$ cat config.mk
export PLATFORM = sky130hd
export DESIGN_NAME = pipeline_hazard_ctrl
export DESIGN_NICKNAME = d
export VERILOG_FILES = /design/src/rtl/hazard_pkg.sv /design/src/rtl/hazard_detect.sv /design/src/rtl/pipeline_hazard_ctrl.sv
export SDC_FILE = /design/constraint.sdc
export NUM_CORES = 1
export LEC_CHECK = 0
export BUFFER_PORTS_ARGS = -buffer_cell sky130_fd_sc_hd__clkbuf_2
export CAP_MARGIN = 15
export CORE_AREA = 8 8 65 67
export CTS_BUF_LIST = sky130_fd_sc_hd__clkbuf_16
export DETAILED_ROUTE_END_ITERATION = 16
export DIE_AREA = 0 0 73 75
export PLACE_DENSITY = 0.71
export SLEW_MARGIN = 20
export SYNTH_ARGS = -nofsm -noshare
export SYNTH_HDL_FRONTEND = slang
export SYNTH_SLANG_ARGS = --single-unit
$ cat constraint.sdc
create_clock -name clk -period 2.8 [get_ports clk]
set_input_delay 0.56 -clock clk [delete_from_list [all_inputs] [get_ports clk]]
set_output_delay 0.56 -clock clk [all_outputs]
set_load 0.05 [all_outputs]
$ cat src/rtl/hazard_pkg.sv
// Shared types and constants for the pipeline hazard sequencer and the datapath PC mux.
package hazard_pkg;

  localparam int unsigned REG_W = 5;

  // PC mux source select
  typedef enum logic [2:0] {
    PC4    = 3'd0,
    BRANCH = 3'd1,
    JUMP   = 3'd2,
    JR     = 3'd3,
    IRQ    = 3'd4,
    EXC    = 3'd5
  } pc_sel_e;

  // Sequencer states
  typedef enum logic [1:0] {
    RUN      = 2'd0,
    MEM_WAIT = 2'd1,
    IRQ_WAIT = 2'd2
  } state_e;

  // Trap vectors consumed by the datapath PC mux
  localparam logic [31:0] IRQ_VECTOR = 32'h8000_0004;
  localparam logic [31:0] EXC_VECTOR = 32'h8000_0008;

endpackage

$ cat src/rtl/hazard_detect.sv
// Load-use hazard compare between a load in EX and the source registers read in ID.
module hazard_detect
  import hazard_pkg::*;
(
  input  logic             ex_memread,
  input  logic [REG_W-1:0] ex_rt,
  input  logic [REG_W-1:0] id_rs,
  input  logic [REG_W-1:0] id_rt,
  input  logic             id_uses_rs,
  input  logic             id_uses_rt,
  output logic             load_use_c
);

  // A load to $0 never creates a dependency
  assign load_use_c = ex_memread
                    & ((id_uses_rs & (ex_rt == id_rs)) | (id_uses_rt & (ex_rt == id_rt)))
                    & (ex_rt != '0);

endmodule

$ cat src/rtl/pipeline_hazard_ctrl.sv
// Central pipeline sequencer: one prioritised stall/flush/redirect decision per cycle.
// BUSY_TIMEOUT is expected to be at least 2.
module pipeline_hazard_ctrl
  import hazard_pkg::*;
#(
  parameter int unsigned BUSY_TIMEOUT = 16,
  parameter int unsigned CNT_W        = 16
) (
  input  logic             clk,
  input  logic             reset,
  input  logic             id_valid,
  input  logic             id_kernel,
  input  logic [REG_W-1:0] id_rs,
  input  logic [REG_W-1:0] id_rt,
  input  logic             id_uses_rs,
  input  logic             id_uses_rt,
  input  logic             id_jump,
  input  logic             id_jr,
  input  logic             id_undef,
  input  logic             ex_memread,
  input  logic [REG_W-1:0] ex_rt,
  input  logic             ex_branch_taken,
  input  logic             mem_busy,
  input  logic             irq_in,
  output logic             pc_we,
  output logic [2:0]       pc_sel,
  output logic             ifid_we,
  output logic             ifid_flush,
  output logic             idex_bubble,
  output logic             exme_we,
  output logic             memwb_bubble,
  output logic             epc_we,
  output logic             epc_src,
  output logic             bus_err,
  output logic [CNT_W-1:0] stall_cnt
);

  localparam int unsigned BUSY_W = $clog2(BUSY_TIMEOUT + 1);

  localparam logic [1:0] S_RUN      = RUN;
  localparam logic [1:0] S_MEM_WAIT = MEM_WAIT;
  localparam logic [1:0] S_IRQ_WAIT = IRQ_WAIT;

  logic [1:0]        state_q, state_d;
  logic              irq_pend_q, irq_pend_d;
  logic [BUSY_W-1:0] busy_cnt_q, busy_cnt_d;
  logic              bus_err_d;
  logic [CNT_W-1:0]  stall_cnt_d;
  logic              load_use;
  logic              take_irq;
  logic              timeout;

  hazard_detect u_hazard_detect (
    .ex_memread (ex_memread),
    .ex_rt      (ex_rt),
    .id_rs      (id_rs),
    .id_rt      (id_rt),
    .id_uses_rs (id_uses_rs),
    .id_uses_rt (id_uses_rt),
    .load_use_c (load_use)
  );

  // State, pending IRQ, busy timer, sticky bus error and stall counter
  always_ff @(posedge clk or posedge reset) begin
    if (reset) begin
      state_q    <= S_RUN;
      irq_pend_q <= 1'b0;
      busy_cnt_q <= '0;
      bus_err    <= 1'b0;
      stall_cnt  <= '0;
    end else begin
      state_q    <= state_d;
      irq_pend_q <= irq_pend_d;
      busy_cnt_q <= busy_cnt_d;
      bus_err    <= bus_err_d;
      stall_cnt  <= stall_cnt_d;
    end
  end

  // Prioritised per-cycle decision and next-state logic
  always_comb begin
    pc_we        = 1'b1;
    pc_sel       = PC4;
    ifid_we      = 1'b1;
    ifid_flush   = 1'b0;
    idex_bubble  = 1'b0;
    exme_we      = 1'b1;
    memwb_bubble = 1'b0;
    epc_we       = 1'b0;
    epc_src      = 1'b0;
    take_irq     = 1'b0;
    timeout      = 1'b0;
    state_d      = S_RUN;
    busy_cnt_d   = '0;
    bus_err_d    = bus_err;

    if (mem_busy) begin
      if ((state_q == S_MEM_WAIT) && (busy_cnt_q == BUSY_W'(BUSY_TIMEOUT - 1))) begin
        // Abandon the stuck access: trap and let EX/MEM advance past it
        timeout      = 1'b1;
        bus_err_d    = 1'b1;
        pc_sel       = EXC;
        epc_we       = 1'b1;
        epc_src      = 1'b1;
        ifid_flush   = 1'b1;
        idex_bubble  = 1'b1;
        memwb_bubble = 1'b1;
      end else begin
        pc_we        = 1'b0;
        ifid_we      = 1'b0;
        exme_we      = 1'b0;
        memwb_bubble = 1'b1;
        state_d      = S_MEM_WAIT;
        busy_cnt_d   = busy_cnt_q + BUSY_W'(1);
      end
    end else if (ex_branch_taken) begin
      pc_sel      = BRANCH;
      ifid_flush  = 1'b1;
      idex_bubble = 1'b1;
    end else if (id_valid && id_undef) begin
      pc_sel      = EXC;
      epc_we      = 1'b1;
      epc_src     = 1'b1;
      ifid_flush  = 1'b1;
      idex_bubble = 1'b1;
    end else if (irq_pend_q && id_valid && !id_kernel) begin
      take_irq    = 1'b1;
      pc_sel      = IRQ;
      epc_we      = 1'b1;
      ifid_flush  = 1'b1;
      idex_bubble = 1'b1;
    end else if (load_use) begin
      pc_we       = 1'b0;
      ifid_we     = 1'b0;
      idex_bubble = 1'b1;
    end else if (id_jump) begin
      pc_sel     = JUMP;
      ifid_flush = 1'b1;
    end else if (id_jr) begin
      pc_sel     = JR;
      ifid_flush = 1'b1;
    end

    // Level-sensitive request: tracks irq_in, dropped once accepted
    irq_pend_d = irq_in && !take_irq;

    if (!mem_busy && irq_pend_q && irq_pend_d) begin
      state_d = S_IRQ_WAIT;
    end

    // Outputs show their reset values while reset is held
    if (reset) begin
      pc_we        = 1'b0;
      pc_sel       = PC4;
      ifid_we      = 1'b0;
      ifid_flush   = 1'b1;
      idex_bubble  = 1'b1;
      exme_we      = 1'b0;
      memwb_bubble = 1'b1;
      epc_we       = 1'b0;
      epc_src      = 1'b0;
    end

    stall_cnt_d = stall_cnt;
    if (!pc_we && (stall_cnt != {CNT_W{1'b1}})) begin
      stall_cnt_d = stall_cnt + CNT_W'(1);
    end
  end

endmodule

* Word-level counts from Yosys, hierarchy flattened
Index checks and enable logic that the tools add are counted.
** Operators by class
- $add $sub $neg :: 2
- Muxes and demuxes :: 51
- Bitwise gates (word level) :: 5
- Reduce and logical (&&, ||, !) cells :: 14
- Equal/unequal tests :: 5
** Operators with widths (count)
- 2-to-1 mux 1 bit :: 39
- 2-to-1 mux 3 bit :: 6
- adder 16 x 1 -> 16 bit (second input constant) :: 1
- inequality test 16 bit (second input constant) :: 1
- == test 5 bit :: 2
- 2-to-1 mux 5 bit :: 2
- logical AND 1 bit :: 8
- 2-to-1 mux 2 bit :: 4
- adder 5 x 1 -> 5 bit (second input constant) :: 1
- == test 5 x 4 -> 1 bit (second input constant) :: 1
- nonzero test 5 bit :: 1
- AND 1 bit :: 4
- zero test 1 bit :: 4
- == test 2 x 1 -> 1 bit (second input constant) :: 1
- AND reduction 2 bit :: 1
- bitwise OR 1 bit :: 1
** Storage, ports and cells
- Register bits after elaboration :: 25
- Logic and storage cells :: 82
- Output and inout bits :: 28
- Bits of input ports :: 28

* Longest topological paths before layout
Gate-level depths: netlist of the first run.
- Depth in word-level cells :: 13
- Mapped depth :: 8
- Mapped depth without buffers :: 7

* Hierarchy
A second synthesis of the first run with hierarchy kept.
** Second synthesis, totals
- Cells, all modules :: 147
- Area, all modules :: 1488.9 um2
** Modules (own cells, without submodules)
- pipeline_hazard_ctrl :: cells an instance 130, area each 1361.3 um2, sequential area each 625.6 um2, instances 1
- hazard_detect :: cells an instance 17, area each 127.6 um2, sequential area each 0.0 um2, instances 1

* Worst setup path after synthesis of the first run
Ideal clock, no wire load.
- Path type :: input -> output
- Start point :: input reset
- End point :: output pc_sel[2]
- Path slack :: -0.399 ns
- Required time :: 2.240 ns
- Cell stages on the path :: 4
- Buffers on the path :: 1
- Data arrival time :: 2.639 ns
- Cell sequence :: inv_1 nand2_1 a21oi_1 buf_4
** Between the ends
- Word-level cells in the longest chain between the ends :: 1
** RTL lines
- start: declaration :: RTL line pipeline_hazard_ctrl.sv:10 : input logic reset,
- 2-to-1 mux 3 bit :: RTL line pipeline_hazard_ctrl.sv:152 : if (reset) begin
- end: declaration :: RTL line pipeline_hazard_ctrl.sv:26 : output logic [2:0] pc_sel,
No other way between the ends.

* Final worst setup path of the first run
- Start point :: input ex_rt[1]
- End point :: output pc_sel[1]
** Between the ends
- Word-level cells in the longest chain between the ends :: 11
- Elaborated cells between the ends (all ways) :: 14
- Classes of those cells :: 2 x eq/ne; 6 x mux; 5 x bitwise; 1 x reduce/logical
** RTL lines
- start: declaration :: RTL line pipeline_hazard_ctrl.sv:21 : input logic [REG_W-1:0] ex_rt,
- == test 5 bit :: RTL line hazard_detect.sv:16 : & ((id_uses_rs & (ex_rt == id_rs)) | (id_uses_rt & (ex_rt == id_rt)))
- AND 1 bit :: RTL line hazard_detect.sv:16
- bitwise OR 1 bit :: RTL line hazard_detect.sv:16
- AND 1 bit :: RTL line hazard_detect.sv:16
- AND 1 bit * :: RTL line hazard_detect.sv:17 : & (ex_rt != '0);
- 2-to-1 mux 2 bit * :: RTL line pipeline_hazard_ctrl.sv:132 : end else if (load_use) begin
- 2-to-1 mux 3 bit * :: RTL line pipeline_hazard_ctrl.sv:126 : end else if (irq_pend_q && id_valid && !id_kernel) begin
- 2-to-1 mux 3 bit * :: RTL line pipeline_hazard_ctrl.sv:120 : end else if (id_valid && id_undef) begin
- 2-to-1 mux 3 bit * :: RTL line pipeline_hazard_ctrl.sv:116 : end else if (ex_branch_taken) begin
- 2-to-1 mux 3 bit * :: RTL line pipeline_hazard_ctrl.sv:97 : if (mem_busy) begin
- 2-to-1 mux 3 bit * :: RTL line pipeline_hazard_ctrl.sv:152
Mark *: on every way between the ends. The rest lies on a longest branch, timed or not.

==> results of run 1 <==
[area by class of cell]
class / instances / share of cell area [%]
Tap cell: 46 / 3.03
Multi-Input combinational cell: 106 / 41.4
Clock buffer: 3 / 3.96
Timing Repair Buffer: 58 / 17.3
Sequential cell: 25 / 33.0
Inverter: 6 / 1.19
Clock inverter: 1 / 0.198
[power breakdown]
group	internal, mW	switching (mW)
Clock	0.191	0.119
Sequential	0.443	0.0990
Combinational	0.173	0.439
[logic make-up (layout without fill, tap and decap cells)]
group                    count (synthesis)  after routing  share of synthesized area [%]
adder cells (fa/ha/maj)                  2              2                           1.71
AND/OR/NAND/NOR                         60             60                           24.4
flip-flops                              25             25                           42.8
buffers and inverters                   11             68                           3.94
multiplexers                             1              1                           1.03
XOR/XNOR                                28             28                           16.8
AO/OA/AOI/OAI                           15             15                           9.25
[worst max-delay path: cells and delay by family]
family,cells,cell delay (ps)
buffers and inverters,2,410
AO/OA/AOI/OAI,1,230
AND/OR/NAND/NOR,4,880
[per-stage QoR]
step	hold slack [ps]	utilization [%]	setup WS, ps
detailed placement	448	56.3	157
floorplan	430	-	-61.5
global route	453	58.7	76.2
global placement	439	56.3	182
CTS	411	58.7	145
finish	400	58.7	148
[registers in the layout (all words and copies together), names as in the netlist]
signal and cells:
stall_cnt 16, busy_cnt_q 5, state_q 2, bus_err 1, irq_pend_q 1
[layer usage]
layer | share of wire, % | GRT usage [%] | vias up | routed length, um
met4 | 2.1 | 7.33 | 0 | 72
li1 | - | - | 610 | -
met5 | 0 | 0 | - | 0
met1 | 46 | 16.1 | 604 | 1590
met2 | 44 | 21.5 | 54 | 1540
met3 | 7.9 | 3.99 | 4 | 276
[Yosys cell counts, drive strengths merged]
cell and number:
dfrtp 25, xor2 17, xnor2 11, nand2 10, nand3 8, nor3 8
nor2 7, inv 6, nor4 6, nand4 5, a21oi 4, buf 4
and3 3, nor2b 3, a21o 2, a31oi 2, and2 2, ha 2
nor3b 2, nor4b 2, o21a 2, o21ai 2, a211oi 1, and4 1
clkbuf 1, mux2 1, nand4b 1, o22ai 1, o41ai 1, or3 1
or4 1
[worst max-delay path by stage]
stage | start | slack (ps) | to
after global placement | ex_rt[1] | 180 | pc_sel[1]
after CTS | ex_rt[1] | 150 | pc_sel[1]
final | ex_rt[1] | 150 | pc_sel[1]
after detailed placement | ex_rt[1] | 160 | pc_sel[1]
after global routing | ex_rt[1] | 80 | pc_sel[1]
after floorplan | reset | -60 | pc_sel[2]
==> results.py, run 1 <==
metrics = {
    "run_status": {
        "outcome": "complete, no violations",
    },
    "clock_network": {
        "clk_pin_slew_worst_paths_ps": 60,
        "clk_latency_ps": 260,
        "cts_tree": "yes",
        "post_cts_buffers": 0,
        "cts_buffer_depth": 2,
        "cts-root-buf": "clkbuf_16",
        "ctsResizeCount": 0,
        "cts_buffers": 3,
        "ctsHoldBuffers": 0,
        "h-tree-depth": 1,
        "cts_sinks": 25,
    },
    "setup_path": {
        "r2r-start": "busy_cnt_q[0]",
        "timing.rr.end": "stall_cnt[14]",
        "critical_path.startpoint_type": "primary input",
        "required_ps": 2240,
        "cp_cell_sequence": "clkbuf_2, or4_1, o21a_1, nand2_1, nand2_1, nor3_2, clkbuf_2",
        "endpoint_kind": "output pin",
        "critical_path.max_stage_delay_ps": 530,
        "critPathMaxFanout": 3,
        "slowest_stage": "or4_1",
        "reg2reg_slack_ps": 580,
        "crit_type": "in2out",
        "ff2ff_path_depth": 8,
        "arrival_ps": 2090,
    },
    "yosys": {
        "synth_top_area_share_pct": 42.8,
        "yosys_warnings": 0,
        "yosysTopAreaCell": "dfrtp_1",
        "ys_types": 39,
        "synth_cells": 142,
        "synth_area_um2": 1460,
        "ys_seq_area_share_pct": 42.8,
        "ys_seq_elements": 25,
        "synth.area.top_cells": "dfrtp_1, xor2_1, xnor2_1, nand2_1, nor4_1",
        "avgSynthCellArea_um2": 10.3,
        "syn-num-nets": 172,
    },
    "timing": {
        "relSlewSlack_pct": 60.0,
        "tightest_slew_ps": 598,
        "finalHoldViolations": 0,
        "setup_tns_ps": 0,
        "final-setup-viol-count": 0,
        "max_freq_ghz": 0.377,
        "fin_crit_sh_pct": 94.7,
        "drv_slew": 0,
        "fin_crit_ps": 2650,
        "rsz0062_at_grt": "false",
        "skew_ps": 2.26,
    },
    "power": {
        "power_density_nw_per_um2": 771,
        "p_leak_nw": 0.926,
        "vdd.ir_drop.worst_mv": 0.332,
        "p_total_mw": 1.46,
    },
    "layout": {
        "multiInputGateArea_um2": 786,
        "mostFrequentLayoutCells": "clkbuf_2, dfrtp_1, xor2_1, xnor2_1, nand2_1",
        "n_antenna_cell": 0,
        "layout_commonest_cell": "clkbuf_2",
        "nets": 230,
        "fill_cells": 284,
        "drive_gt1_share_pct": 36.7,
        "fin_cells": 245,
        "design_area_um2": 1900,
        "syn_to_final_growth_pct": 30.0,
        "ff_latch_area_um2": 626,
    },
    "route": {
        "wire_per_inst_um": 14.2,
        "drc": 0,
        "wirelength_mm": 3.48,
        "antenna_left": 0,
        "vias": 1272,
        "avgViaCountPerCell": 5.19,
        "drt_iter0_drc": 80,
        "drt_pre_antenna_iters": 4,
    },
    "floorplanning": {
        "die_w_um": 73,
        "die_area_um2": 5480,
        "die_h_um": 75,
        "std_cell_rows": 21,
        "core-area_um2": 3230,
        "ios": 56,
        "start_util_pct": 45.2,
    },
    "grt": {
        "grt-ovfl-total": 0,
        "grt_usage_pct": 13.5,
        "grt_pass1_vias": 1338,
        "grt_first_pass_wirelength_mm": 5.85,
        "antenna_found_initial": 0,
        "grt_max_degree": 28,
    },
    "run": {
        "max_cap_violations": 0,
    },
    "place": {
        "place_area_um2": 1820,
        "port-buffer-count": 55,
        "dp.cells": 241,
        "place_congestion": 0.807,
        "hpwl_mm": 2.78,
    },
    "worst_hold_path": {
        "hold_class": "in2async",
    },
}
No activity file was read; power rests on OpenSTA's default activity.
==> run 2, diff against run 1 <==
--- a/config.mk
+++ b/config.mk
@@ -5,13 +5,16 @@
 export SDC_FILE = /design/constraint.sdc
 export NUM_CORES = 1
 export LEC_CHECK = 0
+export ABC_AREA = 1
 export BUFFER_PORTS_ARGS = -buffer_cell sky130_fd_sc_hd__clkbuf_2
 export CAP_MARGIN = 15
-export CORE_AREA = 8 8 65 67
+export CORE_AREA = 8 8 68 70
 export CTS_BUF_LIST = sky130_fd_sc_hd__clkbuf_16
 export DETAILED_ROUTE_END_ITERATION = 16
-export DIE_AREA = 0 0 73 75
-export PLACE_DENSITY = 0.71
+export DIE_AREA = 0 0 76 78
+export MAX_ROUTING_LAYER = met4
+export PLACE_DENSITY = 0.75
+export REMOVE_ABC_BUFFERS = 1
 export SLEW_MARGIN = 20
 export SYNTH_ARGS = -nofsm -noshare
 export SYNTH_HDL_FRONTEND = slang
==> run 2 against run 1 <==
Effect of this change:
- clock skew increased by 2.1 ps
- largest power group is now registers
- non-clock buffer count decreased by 1
- register-to-register slack improved by 310 ps
- sequential share of layout area decreased by 4.1 points
- worst setup slack improved by 150 ps
- wire length increased by 25%
- utilization is 2.2 points higher
- synthesized cell count up 87%
- die area up 8.3%
- flip-flop and latch count did not move
- combinational power is 32% lower
- clock power about the same
==> results.py, run 2 <==
metrics = {
    "run_status": {
        "outcome": "complete, no violations",
    },
    "yosys": {
        "muxShareOfSynthArea_pct": 0,
        "synthFlopType": "dfrtp_1",
        "synth_top_family_by_area": "simple AND/OR/NAND/NOR gates",
        "async_flop_share_pct": 100,
        "synthTopCellsByCount": "nand2_1, inv_1, nand3_1, dfrtp_1, nor2_1",
        "synthSimpleGateAreaFrac_pct": 41.7,
        "ys_types": 24,
        "synthAdderAreaFrac_pct": 1.41,
        "yosys_warnings": 0,
        "yosysTopAreaCell": "dfrtp_1",
        "yosysMostFrequentCell": "nand2_1",
        "synth.area.top_cells": "dfrtp_1, nand2_1, inv_1, nand3_1, xor2_1",
        "synth_compound_area_share_pct": 3.39,
        "synth_edf_count": 0,
        "synth_top_area_share_pct": 35.3,
        "ys_seq_elements": 25,
        "avgSynthCellArea_um2": 6.66,
        "yosys.area_share.xor_xnor_pct": 6.43,
        "ys_seq_area_share_pct": 35.3,
        "synth_area_um2": 1770,
        "synth_cells": 266,
    },
    "route": {
        "top_layer": "met4",
        "wirelength_mm": 4.36,
        "vias": 1793,
        "antenna_left": 0,
        "drt_pre_antenna_iters": 4,
        "wire_per_inst_um": 11.8,
        "drc": 0,
        "drt_iter0_drc": 109,
        "avgViaCountPerCell": 4.85,
        "dr_wl_met3_um": 195,
        "dr_wl_met2_mm": 2.18,
        "met1_length_mm": 1.88,
    },
    "timing": {
        "relSlewSlack_pct": 74.8,
        "fin_crit_sh_pct": 89.3,
        "hold_slack_ps": 461,
        "rsz0062_at_grt": "false",
        "finalHoldViolations": 0,
        "drv_slew": 0,
        "final-setup-viol-count": 0,
        "tightest_slew_ps": 375,
        "fin_ws_ps": 299,
        "skew_ps": 4.38,
        "max_freq_ghz": 0.400,
        "fin_crit_ps": 2500,
        "setup_tns_ps": 0,
    },
    "layout": {
        "drive_gt1_share_pct": 22.0,
        "layout_commonest_cell": "nand2_1",
        "final_util_pct": 61.0,
        "largest_reg_flops": 16,
        "nets": 353,
        "mostFrequentLayoutCells": "nand2_1, clkbuf_2, inv_1, nand3_1, dfrtp_1",
        "syn_to_final_growth_pct": 22.2,
        "reg_top3": "stall_cnt (16), busy_cnt_q (5), state_q (2)",
        "n_antenna_cell": 0,
        "top_register": "stall_cnt",
    },
    "grt": {
        "antenna_found_initial": 0,
        "grt_max_degree": 26,
        "grt-ovfl-total": 0,
        "grt_pass1_vias": 1873,
        "grt_usage_pct": 15.6,
        "grt_first_pass_wirelength_mm": 7.78,
    },
    "setup_path": {
        "critical_path.max_stage_delay_ps": 370,
        "crit_type": "reg2out",
        "cp_common_cell": "nor2_2",
        "arrival_ps": 1940,
        "endpoint_kind": "output pin",
        "critPathMaxFanout": 4,
        "slowest_stage": "dfrtp_1",
        "cp_top_family": "simple AND/OR/NAND/NOR gates",
        "required_ps": 2240,
        "crit_buf_inv": 2,
        "critical_path.startpoint_type": "register",
        "cp_cell_sequence": "ha_1, nand2_1, nor2_2, nand3_1, nor2_2, nor2_2, nor2_4, inv_1, a21oi_1, clkbuf_2",
    },
    "floorplanning": {
        "ios": 56,
        "die_h_um": 78,
        "std_cell_rows": 22,
        "core-area_um2": 3550,
        "start_util_pct": 49.9,
        "die_area_um2": 5930,
        "die_w_um": 76,
    },
    "clock_network": {
        "cts_sinks": 25,
        "clk_pin_slew_worst_paths_ps": 60,
        "clk_latency_ps": 260,
        "h-tree-depth": 1,
        "ctsHoldBuffers": 0,
        "cts_tree": "yes",
        "ctsResizeCount": 0,
        "cts_buffers": 3,
        "cts_buffer_depth": 2,
        "post_cts_buffers": 0,
        "cts-root-buf": "clkbuf_16",
    },
    "worst_hold_path": {
        "hold_class": "in2async",
    },
    "place": {
        "hpwl_mm": 3.43,
        "dp_slack_ps": 525,
        "place_congestion": 0.877,
        "port-buffer-count": 55,
    },
    "power": {
        "power_density_nw_per_um2": 550,
        "vdd.ir_drop.worst_mv": 0.334,
        "p_leak_nw": 1.27,
    },
    "run": {
        "max_cap_violations": 0,
    },
}
[run 2: changes by cell type in the layout (fill, tap and decap cells not counted), moves of 3 or more]
cell | previous run | this run
xnor2_1 | 11 | 3
nand3_1 | 6 | 28
nor4_1 | 6 | 0
xor2_1 | 17 | 10
inv_1 | 7 | 46
o21ai_0 | 1 | 7
nand2_1 | 10 | 92
nor2b_1 | 3 | 0
and3_1 | 3 | 0
nor2_1 | 6 | 21
[run 2: area by class of cell]
cell class	instances	area, um^2
clock buffers	3	75.1
inverters	46	173
fillers	335	1390
clock inverters	1	3.75
repair buffers	57	290
flip-flops and latches	25	626
multi-input cells	190	937
well taps	48	60.1
[run 2: routing by layer]
metal / GRT usage, % / up-vias
li1: - / 935
met1: 17.0 / 793
met2: 27.6 / 57
met3: 1.84 / 8
met4: 7.84 / 0
met5: - / -
[run 2: per-stage QoR]
step	std cells	area, um^2	power, mW
final	370	2160	1.19
after global routing	370	2160	1.26
after CTS	370	2160	1.20
after detailed placement	366	2090	0.888
after global placement	366	2090	0.881
after floorplan	261	1740	0.769
[run 2: cell families after synthesis]
logic type / Yosys count
fa+ha+maj: 2
buf+inv: 51
flops: 25
compound gates: 12
xor+xnor: 13
simple gates: 163
[run 2: worst paths after layout]
kind	from	to	slack (ps)	depth (start not counted)
max reg2reg	busy_cnt_q[0]	stall_cnt[2]	890	12
min	reset	state_q[0]	460	3
min reg2reg	busy_cnt_q[0]	busy_cnt_q[0]	460	1
max in group asynchronous	reset	stall_cnt[8]	2100	3
min in group clk	busy_cnt_q[0]	busy_cnt_q[0]	460	1
max	busy_cnt_q[0]	epc_src	300	10
[run 2: worst reg2reg max path, cell delays in order, from the launching register on]
cell and delay, ps:
dfrtp_1 400, ha_1 230, nand2_1 100, nor2_2 40
nand3_1 80, nor2_2 50, nor2_2 190, nor2_4 70
nand2_2 90, buf_4 230, nand2_4 170, nand2_1 100
nand2_1 50
[run 2: power by group]
group / internal (mW) / switching [mW] / total (mW)
Sequential: 0.405 / 0.0599 / 0.465
Clock: 0.191 / 0.118 / 0.309
Combinational: 0.114 / 0.303 / 0.417
==> run 3, diff against run 2 <==
--- a/config.mk
+++ b/config.mk
@@ -9,7 +9,6 @@
 export BUFFER_PORTS_ARGS = -buffer_cell sky130_fd_sc_hd__clkbuf_2
 export CAP_MARGIN = 15
 export CORE_AREA = 8 8 68 70
-export CTS_BUF_LIST = sky130_fd_sc_hd__clkbuf_16
 export DETAILED_ROUTE_END_ITERATION = 16
 export DIE_AREA = 0 0 76 78
 export MAX_ROUTING_LAYER = met4
==> run 3 against run 2 <==
Effect of this change:
- combinational power barely moved
- final area decreased by 2.4%
- worst hold slack got worse by 80 ps
- maximum frequency fell by 3.5%
- largest cell class unchanged
- final cell count did not move
- wire length decreased by 2.1%
- critical path depth did not move
- highest routed layer unchanged
- clock skew grew 5.0 ps
- first-iteration DRC count is the same
- total power is 13% lower
==> results.py, run 3 (same netlist as run 2, synthesis figures left out) <==
metrics = {
    "run": {
        "max_cap_violations": 0,
    },
    "place": {
        "port-buffer-count": 55,
        "hpwl_mm": 3.43,
        "place_congestion": 0.877,
    },
    "setup_path": {
        "cp_common_cell": "nor2_2",
        "critical_path.startpoint_type": "register",
        "slowest_stage": "dfrtp_1",
        "critPathMaxFanout": 4,
        "endpoint_kind": "output pin",
        "arrival_ps": 2030,
        "required_ps": 2240,
        "crit_type": "reg2out",
        "cp_cell_sequence": "ha_1, nand2_1, nor2_2, nand3_1, nor2_2, nor2_2, nor2_4, inv_1, a21oi_1, clkbuf_2",
        "critical_path.max_stage_delay_ps": 400,
    },
    "floorplanning": {
        "die_w_um": 76,
        "core-area_um2": 3550,
        "ios": 56,
        "std_cell_rows": 22,
        "die_area_um2": 5930,
        "die_h_um": 78,
        "start_util_pct": 49.9,
    },
    "layout": {
        "largest_reg_flops": 16,
        "mostFrequentLayoutCells": "nand2_1, clkbuf_2, inv_1, nand3_1, dfrtp_1",
        "n_antenna_cell": 0,
        "reg_top3": "stall_cnt (16), busy_cnt_q (5), state_q (2)",
        "fill_cells": 346,
        "nets": 353,
        "top_register": "stall_cnt",
        "layout_commonest_cell": "nand2_1",
        "multiInputGateArea_um2": 937,
        "syn_to_final_growth_pct": 19.2,
        "drive_gt1_share_pct": 22.0,
        "ff_latch_area_um2": 626,
    },
    "grt": {
        "grt_pass1_vias": 1877,
        "antenna_found_initial": 0,
        "grt-ovfl-total": 0,
        "grt_usage_pct": 15.4,
        "grt_max_degree": 26,
        "grt_first_pass_wirelength_mm": 7.71,
    },
    "timing": {
        "skew_ps": 9.43,
        "tightest_slew_ps": 391,
        "finalHoldViolations": 0,
        "hold_slack_ps": 380,
        "relSlewSlack_pct": 73.7,
        "max_freq_ghz": 0.386,
        "fin_crit_sh_pct": 92.6,
        "final-setup-viol-count": 0,
        "drv_slew": 0,
        "rsz0062_at_grt": "false",
        "fin_crit_ps": 2590,
    },
    "clock_network": {
        "h-tree-depth": 1,
        "cts-root-buf": "clkbuf_4",
        "cts_buffer_depth": 2,
        "cts_sinks": 25,
        "cts_tree": "yes",
        "cts_buffers": 3,
        "ctsHoldBuffers": 0,
        "post_cts_buffers": 0,
        "ctsResizeCount": 0,
        "clk_pin_slew_worst_paths_ps": 130,
        "clk_latency_ps": 320,
    },
    "worst_hold_path": {
        "hold_class": "in2async",
    },
    "run_status": {
        "outcome": "complete, no violations",
    },
    "route": {
        "drc": 0,
        "wirelength_mm": 4.26,
        "antenna_left": 0,
        "drt_iter0_drc": 109,
        "wire_per_inst_um": 11.5,
        "avgViaCountPerCell": 4.84,
        "drt_pre_antenna_iters": 4,
        "vias": 1792,
    },
    "power": {
        "p_total_mw": 1.04,
        "power_density_nw_per_um2": 492,
        "vdd.ir_drop.worst_mv": 0.316,
        "p_leak_nw": 1.24,
    },
}
## run 3: changes by cell type in the layout (fill, tap and decap cells not counted)
cell / before / now
clkbuf_1: 0 / 1
clkbuf_16: 3 / 0
clkbuf_4: 0 / 3
inv_1: 46 / 45
## run 3: report_power, final
group | leakage (nW) | switching [mW] | total (mW) | internal, mW
clock | 0.0150 | 0.103 | 0.159 | 0.0557
combinational | 0.901 | 0.303 | 0.417 | 0.114
sequential | 0.328 | 0.0592 | 0.463 | 0.404
total | 1.24 | 0.465 | 1.04 | 0.573
## run 3: worst paths after layout
kind	slack, ps	depth (start not counted)	from	to
worst max-delay path	210	10	busy_cnt_q[0]	epc_src
worst min-delay path	380	3	reset	stall_cnt[9]
worst max register to register	880	12	busy_cnt_q[0]	stall_cnt[5]
worst min register to register	490	1	busy_cnt_q[0]	busy_cnt_q[0]
max in group asynchronous	2180	3	reset	stall_cnt[2]
min in group clk	480	2	mem_busy	state_q[1]
## run 3: area by class of cell
type                       count  share of cell area, %
multi-input combinational    190                   44.4
sequential                    25                   29.6
timing repair buffer          57                   13.7
inverter                      46                   8.18
tap                           48                   2.84
clock buffer                   4                   1.24
## run 3: layer usage
metal / routed length, um / vias up / track usage, %
met4: 50 / 0 / 6.27
met2: 2150 / 56 / 27.7
met5: 0 / - / -
met1: 1850 / 797 / 16.9
met3: 205 / 5 / 1.84
li1: - / 934 / -
## run 3: critical path: cells and delay by family (launching register included)
kind            cells  cell delay (ps)
compound gates      1              140
buf+inv             2              380
fa+ha+maj           1              190
simple gates        6              610
flops               1              400
## run 3: stage by stage
step	setup WS (ps)	std cells	area (um^2)	utilization, %	setup TNS, ps
floorplan	-381	261	1740	-	-762
finish	208	370	2110	59.5	0
global route	34.2	370	2110	59.5	0
detailed placement	525	366	2090	58.7	0
CTS	193	370	2110	59.5	0
global placement	550	366	2090	58.7	0
